[src/rtl/qbcd_pkg.sv]
// Shared definitions for the Qalu binary-to-BCD converter: FSM encoding,
// digit constants and elaboration-time sizing helpers.
package qbcd_pkg;

    typedef enum logic [1:0] {
        IDLE  = 2'd0,
        SHIFT = 2'd1,
        DONE  = 2'd2
    } state_t;

    localparam int         BCD_W      = 4;
    localparam logic [3:0] ADJ_THRESH = 4'd5;

    // Bits needed to hold the value n (at least 1).
    function automatic int cnt_bits(input int n);
        int b;
        b = 0;
        for (int v = n; v > 0; v = v >> 1) begin
            b++;
        end
        return (b == 0) ? 1 : b;
    endfunction

    function automatic longint pow10(input int n);
        longint r;
        r = 1;
        for (int i = 0; i < n; i++) begin
            r = r * 10;
        end
        return r;
    endfunction

endpackage

[src/rtl/qbcd_digit_adj.sv]
// Double-dabble digit correction: a BCD digit of 5 or more gets +3 so the
// following left shift carries correctly into the next digit.
module qbcd_digit_adj
    import qbcd_pkg::*;
(
    input  logic [BCD_W-1:0] digit,
    output logic [BCD_W-1:0] adj
);

    assign adj = (digit >= ADJ_THRESH) ? digit + BCD_W'(3) : digit;

endmodule

[src/rtl/qalu_bcd_conv.sv]
// Sequential binary-to-BCD converter (double-dabble, one bit per clock) behind the Qalu ALU.
// Define QBCD_SIGNED_EN to treat in_data as two's complement and add the out_neg port.
//
// state | meaning
// IDLE  | in_ready high, waiting for in_valid
// SHIFT | one add-3/shift step per cycle, WIDTH steps
// DONE  | result held on out_* until out_ready
module qalu_bcd_conv
    import qbcd_pkg::*;
#(
    parameter int WIDTH  = 7,
    parameter int DIGITS = 3
) (
    input  logic                    clk,
    input  logic                    rst,
    input  logic                    in_valid,
    output logic                    in_ready,
    input  logic [WIDTH-1:0]        in_data,
    input  logic                    in_carry,
    output logic                    out_valid,
    input  logic                    out_ready,
    output logic [BCD_W*DIGITS-1:0] out_bcd,
    output logic                    out_carry,
    output logic                    busy
`ifdef QBCD_SIGNED_EN
    ,
    output logic                    out_neg
`endif
);

    localparam int CNT_W = cnt_bits(WIDTH);
    localparam int BCD_N = BCD_W * DIGITS;

    if (pow10(DIGITS) <= ((longint'(1) << WIDTH) - 1)) begin : g_size_check
        $error("qalu_bcd_conv: DIGITS too small for WIDTH");
    end

    state_t             state;
    logic [WIDTH-1:0]   bin_sr;
    logic [BCD_N-1:0]   bcd_sr;
    logic [BCD_N-1:0]   adj_bcd;
    logic [CNT_W-1:0]   cnt;
    logic               carry_r;

    logic [BCD_N+WIDTH-1:0] shifted;
    logic [BCD_N-1:0]       bcd_next;
    logic [WIDTH-1:0]       bin_next;
    logic [WIDTH-1:0]       load_bin;

    for (genvar d = 0; d < DIGITS; d++) begin : g_adj
        qbcd_digit_adj u_adj (
            .digit (bcd_sr[d*BCD_W +: BCD_W]),
            .adj   (adj_bcd[d*BCD_W +: BCD_W])
        );
    end

    // The top bit of the adjusted BCD field falls off; it is always 0 for legal sizing.
    assign shifted  = {adj_bcd, bin_sr} << 1;
    assign bcd_next = shifted[BCD_N+WIDTH-1 -: BCD_N];
    assign bin_next = shifted[WIDTH-1:0];

`ifdef QBCD_SIGNED_EN
    logic neg_r;
    // Most negative input wraps to 2^(WIDTH-1), which is still the correct magnitude unsigned.
    assign load_bin = in_data[WIDTH-1] ? (~in_data + WIDTH'(1)) : in_data;
`else
    assign load_bin = in_data;
`endif

    always_ff @(posedge clk or posedge rst) begin
        if (rst) begin
            state     <= IDLE;
            in_ready  <= 1'b1;
            busy      <= 1'b0;
            out_valid <= 1'b0;
            out_bcd   <= '0;
            out_carry <= 1'b0;
            bin_sr    <= '0;
            bcd_sr    <= '0;
            cnt       <= '0;
            carry_r   <= 1'b0;
`ifdef QBCD_SIGNED_EN
            neg_r     <= 1'b0;
            out_neg   <= 1'b0;
`endif
        end else begin
            case (state)
                IDLE: begin
                    if (in_valid) begin
                        bin_sr   <= load_bin;
                        bcd_sr   <= '0;
                        carry_r  <= in_carry;
                        cnt      <= CNT_W'(WIDTH);
`ifdef QBCD_SIGNED_EN
                        neg_r    <= in_data[WIDTH-1];
`endif
                        state    <= SHIFT;
                        in_ready <= 1'b0;
                        busy     <= 1'b1;
                    end
                end
                SHIFT: begin
                    bcd_sr <= bcd_next;
                    bin_sr <= bin_next;
                    cnt    <= cnt - CNT_W'(1);
                    if (cnt == CNT_W'(1)) begin
                        state     <= DONE;
                        busy      <= 1'b0;
                        out_bcd   <= bcd_next;
                        out_valid <= 1'b1;
                        out_carry <= carry_r;
`ifdef QBCD_SIGNED_EN
                        out_neg   <= neg_r;
`endif
                    end
                end
                DONE: begin
                    if (out_ready) begin
                        out_valid <= 1'b0;
                        state     <= IDLE;
                        in_ready  <= 1'b1;
                    end
                end
                default: begin
                    state     <= IDLE;
                    in_ready  <= 1'b1;
                    busy      <= 1'b0;
                    out_valid <= 1'b0;
                end
            endcase
        end
    end

endmodule

[config.mk]
export PLATFORM = sky130hd
export DESIGN_NAME = qalu_bcd_conv
export DESIGN_NICKNAME = d
export VERILOG_FILES = /design/src/rtl/qbcd_pkg.sv /design/src/rtl/qbcd_digit_adj.sv /design/src/rtl/qalu_bcd_conv.sv
export SDC_FILE = /design/constraint.sdc
export NUM_CORES = 1
export LEC_CHECK = 0
export CELL_PAD_IN_SITES_DETAIL_PLACEMENT = 2
export CELL_PAD_IN_SITES_GLOBAL_PLACEMENT = 2
export CORE_ASPECT_RATIO = 1.1
export CORE_MARGIN = 10
export CORE_UTILIZATION = 30
export DETAILED_ROUTE_END_ITERATION = 7
export PLACE_DENSITY_LB_ADDON = 0.15
export SLEW_MARGIN = 25
export SYNTH_ARGS = -nofsm -noshare
export SYNTH_HDL_FRONTEND = slang
export SYNTH_SLANG_ARGS = --single-unit
[constraint.sdc]
create_clock -name clk -period 1.6 [get_ports clk]
set_input_delay 0.32 -clock clk [delete_from_list [all_inputs] [get_ports clk]]
set_output_delay 0.32 -clock clk [all_outputs]
set_load 0.1 [all_outputs]
Yosys cells after proc, flatten, opt, wreduce, memory -nomap -nowiden
Cells that the tools add are included.
{ "word_totals": {"register_bits": 41, "out_inout_bits": 16} }
{ "op_classes": {"addsub": 4, "magnitude_cmp": 3, "eq_ne": 6, "muxes": 22, "n_bitwise": 3, "reduce_logical": 9} }
{ "ops": {"columns": ["op", "n"], "rows": [
  ["$pmux 12 s2", 1],
  ["$pmux 7 s2", 1],
  ["$ge 4x3->1 const B", 3],
  ["$mux 12", 1],
  ["$reduce_and 3->1", 4],
  ["$pmux 1 s3", 3],
  ["$add 4x2->4 const B", 2],
  ["$mux 4", 2],
  ["$mux 7", 1],
  ["$mux 1", 6],
  ["$mux 2", 3],
  ["$mux 3", 2],
  ["$ne 2x2->1 const B", 3],
  ["$pmux 2 s3", 1],
  ["$pmux 3 s2", 1],
  ["$reduce_and 2->1", 3],
  ["$add 3x2->3 const B", 1],
  ["$eq 3x1->1 const B", 1],
  ["$not 1->1", 3],
  ["$sub 3x1->3 const B", 1],
  ["$eq 2x1->1 const B", 1],
  ["$eq 2x2->1 const B", 1],
  ["$logic_not 2->1", 1],
  ["$reduce_bool 2->1", 1]
]} }

Logic depth before layout (Yosys ltp)
Gate-level depths: netlist (run 1).
{ "depth": {"word_depth": 3, "ltp_mapped": 7} }

Hierarchy
Synthesis (run 1) repeated with hierarchy kept, for this count alone.
{ "hier_totals": {"cells_unflattened": 179, "area_unflattened_um2": 2044.5} }
{ "by_module_without_submodules": {"columns": ["mod", "n_inst", "cells_each", "area_each_um2", "seq_area_each_um2"], "rows": [
  ["qalu_bcd_conv", 1, 131, 1740.4, 1027.2],
  ["qbcd_digit_adj", 3, 16, 101.3, 0.0]
]} }

Worst setup path after synthesis (run 1)
Ideal clock, no wire load.
{ "synth_timing": {"kind": "register to register", "startpoint": "register bcd_sr[4]", "endpoint": "register bcd_sr[6]", "setup_time_ps": 83, "arrival_ps": 1446, "required_ps": 1517, "slack_ps": 72, "path_stages_with_launch": 7, "n_path_buf": 0, "cell_sequence": "dfrtp_1 > inv_1 > ha_1 > nand2b_1 > a21oi_1 > mux2_2 > o21ai_0"} }
{ "synth_via": {"elab_chain_cells": 3} }
{ "synth_rtl": {"columns": ["item", "line", "text"], "rows": [
  ["from (decl)", "qalu_bcd_conv.sv:40", "logic [BCD_N-1:0] bcd_sr;"],
  ["from (signal assigned)", "qalu_bcd_conv.sv:103", "bcd_sr <= bcd_next;"],
  ["$add 4x2->4 / $ge 4x3->1 (equally long branches)", "qbcd_digit_adj.sv:10", "assign adj = (digit >= ADJ_THRESH) ? digit + BCD_W'(3) : digit;"],
  ["$mux 4 *", "qbcd_digit_adj.sv:10", null],
  ["$pmux 12 s2 *", "qalu_bcd_conv.sv:87", "case (state)"]
]} }
Every way passes the cells marked *; elsewhere a longest branch is shown, timed or not.
A chain may end at the register's enable or synchronous reset.

Final worst setup path (run 1)
{ "layout_timing": {"startpoint": "register bcd_sr[1]", "endpoint": "register bcd_sr[1]"} }
{ "layout_via": {"elab_chain_cells": 3} }
{ "layout_rtl": {"columns": ["item", "line"], "rows": [
  ["$ge 4x3->1", "qbcd_digit_adj.sv:10"],
  ["$mux 4", "qbcd_digit_adj.sv:10"],
  ["$pmux 12 s2", "qalu_bcd_conv.sv:87"]
]} }
Every way passes these cells.

==> summary.txt, run 1 <==
Status
  – Result of the run: finished clean

Timing
  – Post-Route Skew: 0.00688 ns
  – Final count of pins violating max slew: 0
  – Setup slack of the critical path after layout: 0.0440 ns
  – Setup violation total in the final timing report: 0
  – Share of the cycle needed by the critical path after routing: 0.973
  – Number of hold-slack violations in the final timing report: 0
  – Slew Limit Headroom: 0.770
  – Slew at the pin closest to its max-slew limit: 0.341 ns
  – Shortest period the worst path allows: 1.56 ns
  – FMAX: 643 MHz

Synthesis
  – Post-synthesis sequential area ratio: 0.524
  – Cells taking the most area after synthesis: dfrtp_1 51%, nand2_1 6.9%, ha_1 5.1%
  – Top FF cell, synth: dfrtp_1
  – Ys async rst share: 1.00
  – Area fraction of the dominant cell type after synthesis: 0.511
  – Post-Syn Area: 1960 um2
  – Synth Warn #: 0
  – Most frequent cells after synthesis: 40 x dfrtp_1, 36 x nand2_1, 19 x o21ai_0
  – Library cell occupying the most area in the post-synthesis netlist: dfrtp_1
  – Most frequent cell after synthesis: dfrtp_1
  – Post-synth cell types: 28
  – Cells after Synth: 204
  – Net count of the mapped netlist: 224
  – Synthesized flop and latch total: 41
  – Post-synth EDFFs: 0
  – Post-synthesis average cell area: 9.61 um2

Placed design
  – Quantity of I/O buffers inserted on ports: 27
  – Setup Slack @ Placement: -0.0423 ns
  – DPL Wire Length: 3920 um
  – Placer's final routability congestion estimate: 0.749
  – Placed standard-cell area: 2570 um2

Critical path
  – Reg-to-reg setup timing slack: 0.04 ns
  – Maximum single-stage delay on the critical path: 0.40 ns
  – Worst Path Class, Setup: reg2reg
  – FF-to-FF path depth: 8
  – R2r endpoint: bcd_sr[1]
  – CP max stage cell: dfrtp_1
  – Capturing element type of the critical path: flop
  – Ordered cell list for the critical path: inv_1 -> ha_1 -> nand2b_4 -> a21oi_4 -> buf_4 -> buf_4 -> xnor2_1 -> o21ai_1
  – Most common cell on crit path: buf_4
  – CP Data Arrival Time: 1.73 ns
  – Crit Path Max Fanout: 3
  – Data required, critical path: 1.78 ns
  – Kind of start point of the critical path: flop
  – Worst flop-to-flop path startpoint: bcd_sr[1]

Clock network
  – Count of hold buffers inserted by post-cts repair: 0
  – Latest clock arrival within the worst-skew pair: 0.29 ns
  – Clock-pin slew on the worst setup and hold paths: 0.08 ns
  – CTS tree: done
  – TritonCTS buffer count: 5
  – Number of clock sinks seen by CTS: 41
  – Clock Root Buffer: clkbuf_8
  – CTS HTree Levels: 2
  – Maximum root-to-sink buffer count: 2

Final layout
  – Number of nets in the layout: 268
  – Ant diodes: 0
  – Area delta synth->final: 40.1%
  – Layout cells sized above 1: 0.253
  – Fill cell count: 655
  – Final std cell area, no fill: 2750 um2

Detailed routing
  – Vias per std cell: 4.84
  – Post-Route WL: 5410 um
  – Count of antenna-violating nets left after detailed routing: 0
  – Iter 0 DRT Violations: 27
  – Total iterations of the first detailed-routing run: 4
  – Via total after detailed routing: 1591
  – # DRC: 0
  – WL/cell: 16.5 um

Global route
  – Global route overflow: 0
  – Initial antenna violation count: 0
  – Vias in the first global route: 1827
  – First-pass GRT wire length: 9160 um
  – Total Routing Usage GR: 0.108
  – Maximum number of pins on one net before global-route repair: 42

Hold path
  – Hold crit path type: in2async

Die
  – Starting density of the core: 0.313
  – Die Area: 10200 um2
  – Number of rows created at floorplan: 30
  – Boundary pin count: 28
  – Die height: 105 um
  – Die width: 97.1 um
  – Core box area: 6270 um2

Job
  – Maximum Capacitance Violations: 0
==> worst max-delay path by stage <==
stage              start         end  slack (ns)  cells after the start
3_5_place_dp   bcd_sr[1]   bcd_sr[2]       -0.04                      6
3_3_place_gp    in_valid   bin_sr[1]        0.08                      5
4_1_cts        bcd_sr[4]   bcd_sr[6]       0.001                      6
5_1_grt        bcd_sr[1]  out_bcd[1]       -0.03                      8
2_1_floorplan  bcd_sr[4]   bcd_sr[6]        0.07                      6
6_report       bcd_sr[1]   bcd_sr[1]        0.04                      8
==> state kept, by name, summed over array words and instances, names as in the netlist, 2 cells and up <==
name,cells
state,2
bcd_sr,12
out_bcd,12
bin_sr,7
cnt,3
==> logic make-up (layout without fill, tap and decap cells) <==
group                    Yosys count  after routing  synth area share
flip-flops                        41             41             0.524
XOR/XNOR                           4              4            0.0179
AO/OA/AOI/OAI                     47             47             0.130
adder cells (fa/ha/maj)            8              8            0.0511
buffers and inverters             20             65            0.0574
multiplexers                       5              5            0.0287
AND/OR/NAND/NOR                   79             79             0.191
==> critical path: cells and delay by family, from the launching register on <==
family | cells | cell delay, ns
DFF | 1 | 0.40
buffers and inverters | 3 | 0.37
adders and majority gates | 1 | 0.17
xor gates and xnor gates | 1 | 0.20
AOI/OAI and AO/OA | 2 | 0.16
and+or+nand+nor | 1 | 0.15
==> layout make-up <==
class,count,area (um2),area share
multi-input cells,143,861,0.313
well taps,80,100,0.0364
clock inverters,1,5.00,0.00182
clock buffers,7,96.3,0.0351
repair buffers,47,618,0.225
flip-flops and latches,41,1030,0.374
inverters,10,37.5,0.0137
==> per-stage QoR <==
stage	hold WS (ns)	util	setup TNS, ns	std cells
3_5_place_dp	0.466	0.411	-0.107	317
5_1_grt	0.402	0.438	-0.0484	329
3_3_place_gp	0.454	0.411	0	317
2_1_floorplan	0.425	-	0	204
4_1_cts	0.395	0.430	0	326
6_report	0.387	0.438	0	329
==> placed cells by master (no fill, tap or decap), types with 3 or more instances in the layout <==
master           netlist  final
inv_1                 10      8
buf_4                  5     17
nor2_1                12     12
mux2_2                 5      3
xnor2_1                4      4
nor3b_1                5      5
ha_1                   8      7
a31oi_1                6      6
nand2b_1               5      4
nand2_1               36     36
a21oi_1               10      7
buf_12                 0     19
clkbuf_8               0      7
nor3_1                 3      3
o21ai_0               19     13
dfrtp_1               40     39
clkdlybuf4s50_1        0     11
o21ai_1                8     13
nand3_1               11     11
==> repair_timing <==
action | 4_1_cts | 5_1_grt
endpoints found under the setup margin | 4 | 7
resized for setup | 4 | 14
buffers inserted | 1 | 3
pin swaps | 1 | 2
==> layer usage <==
metal / vias up / GRT usage / routed length (um)
li1: 775 / - / -
met1: 794 / 0.123 / 2280
met2: 18 / 0.190 / 2920
met3: 4 / 0.0310 / 170
met4: 0 / 0.0316 / 40
met5: - / 0 / 0
Power of run 1 is left out: the tool's default activity adds up to more than one toggle a clock period on the data nets, which glitch-free logic cannot reach.
==> inputs of run 2 (changes only) <==
--- a/config.mk
+++ b/config.mk
@@ -5,11 +5,11 @@
 export SDC_FILE = /design/constraint.sdc
 export NUM_CORES = 1
 export LEC_CHECK = 0
-export CELL_PAD_IN_SITES_DETAIL_PLACEMENT = 2
-export CELL_PAD_IN_SITES_GLOBAL_PLACEMENT = 2
+export CELL_PAD_IN_SITES_DETAIL_PLACEMENT = 0
+export CELL_PAD_IN_SITES_GLOBAL_PLACEMENT = 1
 export CORE_ASPECT_RATIO = 1.1
 export CORE_MARGIN = 10
-export CORE_UTILIZATION = 30
+export CORE_UTILIZATION = 37
 export DETAILED_ROUTE_END_ITERATION = 7
 export PLACE_DENSITY_LB_ADDON = 0.15
 export SLEW_MARGIN = 25
==> run 2 against run 1 <==
Cell count decreased by 7.6%. Wire length is 21% lower. Sequential share of layout area is 0.53 points higher. Highest routed layer unchanged. Critical endpoint is now out_bcd[6]. First-iteration DRC count grew to 2.9 times the previous value. Flip-flop and latch count did not move. Fmax increased by 1.9%. Setup slack improved by 0.029 ns. Worst hold slack got worse by 0.0013 ns.
==> summary.txt, run 2 (same netlist as run 1, synthesis figures left out) <==
Status
  – Result of the run: finished clean

Timing
  – FMAX: 655 MHz (+1.9%)
  – Slew at the pin closest to its max-slew limit: 0.276 ns (-0.0652 ns)
  – Number of hold-slack violations in the final timing report: 0 (unchanged)
  – Post-Route Skew: 0.00743 ns (+0.000549 ns)
  – Final count of pins violating max slew: 0 (unchanged)
  – Shortest period the worst path allows: 1.53 ns (-0.0286 ns)
  – Share of the cycle needed by the critical path after routing: 0.955 (-0.0179)
  – Slew Limit Headroom: 0.816 (+0.0459)
  – Setup violation total in the final timing report: 0 (unchanged)
  – Worst hold slack after final layout: 0.386 ns (-0.00132 ns)

Detailed routing
  – Iter 0 DRT Violations: 79 (+190%)
  – Post-Route WL: 4300 um (-21%)
  – Vias per std cell: 5.03 (+4.0%)
  – Via total after detailed routing: 1529 (-3.9%)
  – # DRC: 0 (unchanged)
  – Total iterations of the first detailed-routing run: 4 (unchanged)
  – WL/cell: 14.2 um (-14%)
  – Count of antenna-violating nets left after detailed routing: 0 (unchanged)

Die
  – Die height: 96.3 um (-8.1%)
  – Die width: 89.4 um (-7.9%)
  – Core box area: 5070 um2 (-19%)
  – Starting density of the core: 0.387 (+0.0741)
  – Boundary pin count: 28 (unchanged)
  – Number of rows created at floorplan: 27 (-10%)
  – Die Area: 8610 um2 (-15%)

Clock network
  – TritonCTS buffer count: 5 (unchanged)
  – Number of clock sinks seen by CTS: 41 (unchanged)
  – Maximum root-to-sink buffer count: 2 (unchanged)
  – CTS HTree Levels: 2 (unchanged)
  – Count of hold buffers inserted by post-cts repair: 0 (unchanged)
  – Clock-pin slew on the worst setup and hold paths: 0.08 ns (about the same)
  – Clock Root Buffer: clkbuf_8
  – CTS tree: done
  – Latest clock arrival within the worst-skew pair: 0.29 ns (about the same)

Final layout
  – Most frequent cells in the layout: 40 x dfrtp_1, 36 x nand2_1, 20 x buf_12, 15 x o21ai_0, 13 x buf_4
  – Number of nets in the layout: 265 (-1.1%)
  – Area delta synth->final: 38.0%
  – Largest registers: bcd_sr: 12 flops, out_bcd: 12 flops, bin_sr: 7 flops
  – Most common library cell in the layout ignoring fill and taps: dfrtp_1
  – Ant diodes: 0 (unchanged)
  – Layout cells sized above 1: 0.224 (-0.0294)

Critical path
  – Capturing element type of the critical path: flop
  – Crit Path Max Fanout: 4 (+1)
  – CP Data Arrival Time: 1.75 ns (+0.02 ns)
  – Data required, critical path: 1.82 ns (+0.04 ns)
  – Worst Path Class, Setup: reg2reg
  – Kind of start point of the critical path: flop

Global route
  – Global route overflow: 0 (unchanged)
  – Total Routing Usage GR: 0.107 (-0.00107)
  – Initial antenna violation count: 0 (unchanged)
  – Maximum number of pins on one net before global-route repair: 42 (unchanged)
  – First-pass GRT wire length: 7300 um (-20%)
  – Vias in the first global route: 1584 (-13%)

Placed design
  – DPL Wire Length: 2990 um (-24%)
  – Placer's final routability congestion estimate: 0.788 (+5.2%)
  – Quantity of I/O buffers inserted on ports: 27 (unchanged)

Job
  – Maximum Capacitance Violations: 0 (unchanged)

Hold path
  – Hold crit path type: in2async
[run 2: cell type report]
type                    instances  area (um2)
fillers                       459        2360
clock inverters                 1        30.0
repair buffers                 44         608
multi-input cells             143         843
clock buffers                   7        86.3
well taps                      58        72.6
inverters                      10        37.5
flip-flops and latches         41        1030
[run 2: path summary, 6_finish.rpt]
| check | startpoint | end | slack (ns) | cells after the start |
|---|---|---|---|---|
| worst min-delay path | rst | out_bcd[10] | 0.39 | 3 |
| max in group asynchronous | rst | in_ready | 0.95 | 3 |
| worst max-delay path | bcd_sr[4] | out_bcd[6] | 0.07 | 5 |
| min in group clk | carry_r | carry_r | 0.49 | 2 |
| worst max register to register | bcd_sr[4] | out_bcd[6] | 0.07 | 5 |
| worst min register to register | carry_r | carry_r | 0.49 | 2 |
[run 2: what timing repair did]
action,in CTS,in global routing
endpoints found under the setup margin,0,10
setup buffers,0,2
resized for setup,0,11
[run 2: layer usage]
| metal | GRT usage | share of wire |
|---|---|---|
| met1 | 0.118 | 0.43 |
| met2 | 0.185 | 0.52 |
| met3 | 0.0397 | 0.046 |
| met4 | 0.0358 | 0.0081 |
| met5 | 0 | 0 |
[run 2: through the flow]
stage | setup TNS (ns) | setup slack [ns] | cells | util | area (um2)
CTS | 0 | 0.000287 | 302 | 0.526 | 2670
finish | 0 | 0.0726 | 304 | 0.534 | 2710
detailed placement | 0 | 0.0210 | 294 | 0.503 | 2550
floorplan | 0 | 0.0718 | 204 | - | 1960
global route | -0.00497 | -0.00497 | 304 | 0.534 | 2710
global placement | 0 | 0.0753 | 294 | 0.503 | 2550
[run 2: critical path, stage by stage, from the launching register on]
cell	delay, ns
dfrtp_1	0.44
ha_1	0.21
nand2b_1	0.16
a21oi_2	0.19
mux2_4	0.33
o21ai_1	0.12
Power of run 2 is left out for the same reason.
==> inputs of run 3 (changes only) <==
--- a/config.mk
+++ b/config.mk
@@ -8,7 +8,6 @@
 export CELL_PAD_IN_SITES_DETAIL_PLACEMENT = 0
 export CELL_PAD_IN_SITES_GLOBAL_PLACEMENT = 1
 export CORE_ASPECT_RATIO = 1.1
-export CORE_MARGIN = 10
 export CORE_UTILIZATION = 37
 export DETAILED_ROUTE_END_ITERATION = 7
 export PLACE_DENSITY_LB_ADDON = 0.15
==> run 3 against run 2 <==
Count of clock-buffer cells in the layout stayed put. The run now ends with design-rule violations left. Sequential share of layout area rose by 0.46 points. Clock skew decreased by 0.0037 ns. Core utilization down 0.64 points. Worst hold slack got worse by 0.00096 ns. Flip-flop and latch count stayed put. Via count grew 1.8%. Wire length down 2.1%. Fmax is 0.50% higher. Die area is 35% lower. Cell count down 0.33%. Critical endpoint is now bcd_sr[2].
==> summary.txt, run 3 (same netlist as run 1, synthesis figures left out) <==
Placed design
  – DPL Wire Length: 3010 um (+0.62%)
  – Placer's final routability congestion estimate: 0.707 (-10%)
  – Setup Slack @ Placement: 0.00810 ns (-0.0129 ns)
  – Number of placed instances, taps included: 294 (unchanged)
  – Quantity of I/O buffers inserted on ports: 27 (unchanged)

Timing
  – FMAX: 658 MHz (+0.50%)
  – Number of hold-slack violations in the final timing report: 0 (unchanged)
  – Share of the cycle needed by the critical path after routing: 0.950 (-0.00476)
  – Worst hold slack after final layout: 0.385 ns (-0.000961 ns)
  – Slew Limit Headroom: 0.809 (-0.00703)
  – Post-route setup TNS: 0 ns (unchanged)
  – Final count of pins violating max slew: 0 (unchanged)
  – Setup violation total in the final timing report: 0 (unchanged)
  – Setup repair after global routing missed its margin: no
  – Slew at the pin closest to its max-slew limit: 0.285 ns (+0.00949 ns)
  – Setup slack of the critical path after layout: 0.0802 ns (+0.00762 ns)
  – Shortest period the worst path allows: 1.52 ns (-0.00762 ns)
  – Post-Route Skew: 0.00368 ns (-0.00374 ns)

Clock network
  – Count of hold buffers inserted by post-cts repair: 0 (unchanged)
  – Latest clock arrival within the worst-skew pair: 0.28 ns (about the same)
  – Maximum root-to-sink buffer count: 2 (unchanged)
  – CTS HTree Levels: 2 (unchanged)
  – Clock Root Buffer: clkbuf_8
  – Number of clock sinks seen by CTS: 41 (unchanged)
  – CTS tree: done
  – TritonCTS buffer count: 5 (unchanged)
  – Clock-pin slew on the worst setup and hold paths: 0.08 ns (about the same)

Die
  – Boundary pin count: 28 (unchanged)
  – Die width: 71.4 um (-20%)
  – Core box area: 5070 um2 (unchanged)
  – Number of rows created at floorplan: 27 (unchanged)
  – Die height: 78.3 um (-19%)
  – Starting density of the core: 0.387 (unchanged)
  – Die Area: 5590 um2 (-35%)

Final layout
  – Post-route non-filler standard cell count: 303 (-0.33%)
  – Most frequent cells in the layout: 40 x dfrtp_1, 36 x nand2_1, 19 x buf_12, 17 x o21ai_0, 13 x buf_4
  – Most common library cell in the layout ignoring fill and taps: dfrtp_1
  – Ant diodes: 0 (unchanged)
  – Number of nets in the layout: 264 (-0.38%)
  – Largest registers: bcd_sr: 12 flops, out_bcd: 12 flops, bin_sr: 7 flops
  – Fill cell count: 473 (+3.1%)
  – Layout cells sized above 1: 0.233 (+0.00908)
  – Area delta synth->final: 36.3%

Global route
  – Total Routing Usage GR: 0.166 (+0.0586)
  – First-pass GRT wire length: 7190 um (-1.5%)
  – Maximum number of pins on one net before global-route repair: 42 (unchanged)
  – Global route overflow: 0 (unchanged)
  – Vias in the first global route: 1596 (+0.76%)
  – Initial antenna violation count: 0 (unchanged)

Detailed routing
  – Count of antenna-violating nets left after detailed routing: 0 (unchanged)
  – Via total after detailed routing: 1557 (+1.8%)
  – Iter 0 DRT Violations: 84 (+6.3%)
  – WL/cell: 13.9 um (-1.8%)
  – Total iterations of the first detailed-routing run: 6 (+2)
  – Vias per std cell: 5.14 (+2.2%)
  – # DRC: 3 (+3)
  – Post-Route WL: 4210 um (-2.1%)

Critical path
  – Launching element of the worst setup path: bcd_sr[1]
  – Data required, critical path: 1.81 ns (about the same)
  – Reg-to-reg setup timing slack: 0.08 ns (about the same)
  – Crit Path Max Fanout: 3 (-1)
  – Worst Path Class, Setup: reg2reg
  – Kind of start point of the critical path: flop
  – Capturing element type of the critical path: flop
  – Worst flop-to-flop path startpoint: bcd_sr[1]
  – CP Data Arrival Time: 1.73 ns (-0.02 ns)

Status
  – Violations in the final reports: design-rule violations
  – Result of the run: complete, but fails checks

Hold path
  – Hold crit path type: in2async

Job
  – Maximum Capacitance Violations: 0 (unchanged)
run 3: changes by cell type in the layout (fill, tap and decap cells not counted), sizes merged:
cell    before  now
buf         33   32
bufinv       1    0
clkinv       0    1
run 3: worst max-delay path, cell delays in order (launching register included):
cell and delay [ns]:
dfrtp_1 0.37, inv_1 0.08, ha_1 0.17, nand2b_1 0.16
a21oi_2 0.18, mux2_4 0.33, o21ai_0 0.15
run 3: per-layer routing:
layer	global-route usage	vias to the layer above	part of all wire
li1	-	769	-
met1	0.197	747	0.44
met2	0.291	35	0.52
met3	0.0321	6	0.033
met4	0.0660	0	0.013
met5	0	-	0
run 3: area by class of cell:
type | instances | area [um2] | area share
inverters | 10 | 37.5 | 0.0140
clock buffers | 7 | 96.3 | 0.0360
flip-flops and latches | 41 | 1030 | 0.384
clock inverters | 1 | 5.00 | 0.00187
well taps | 58 | 72.6 | 0.0272
repair buffers | 43 | 588 | 0.220
multi-input cells | 143 | 846 | 0.316
run 3: final timing paths:
kind	end	cells past startpoint
max in group asynchronous	in_ready	3
hold / removal	out_bcd[11]	3
min in group clk	carry_r	2
hold reg to reg	carry_r	2
setup reg to reg	bcd_sr[2]	6
setup / recovery	bcd_sr[2]	6
run 3: repair_timing:
action                     CTS  global route
pin swaps                    0             2
gates resized for setup      1            11
setup endpoints to repair    2             8
setup buffers                0             1
run 3: per-stage QoR:
stage	utilization	area, um2
floorplan	-	1960
global placement	0.501	2540
detailed placement	0.501	2540
CTS	0.522	2640
global route	0.527	2670
finish	0.527	2670
Power of run 3 is left out for the same reason.
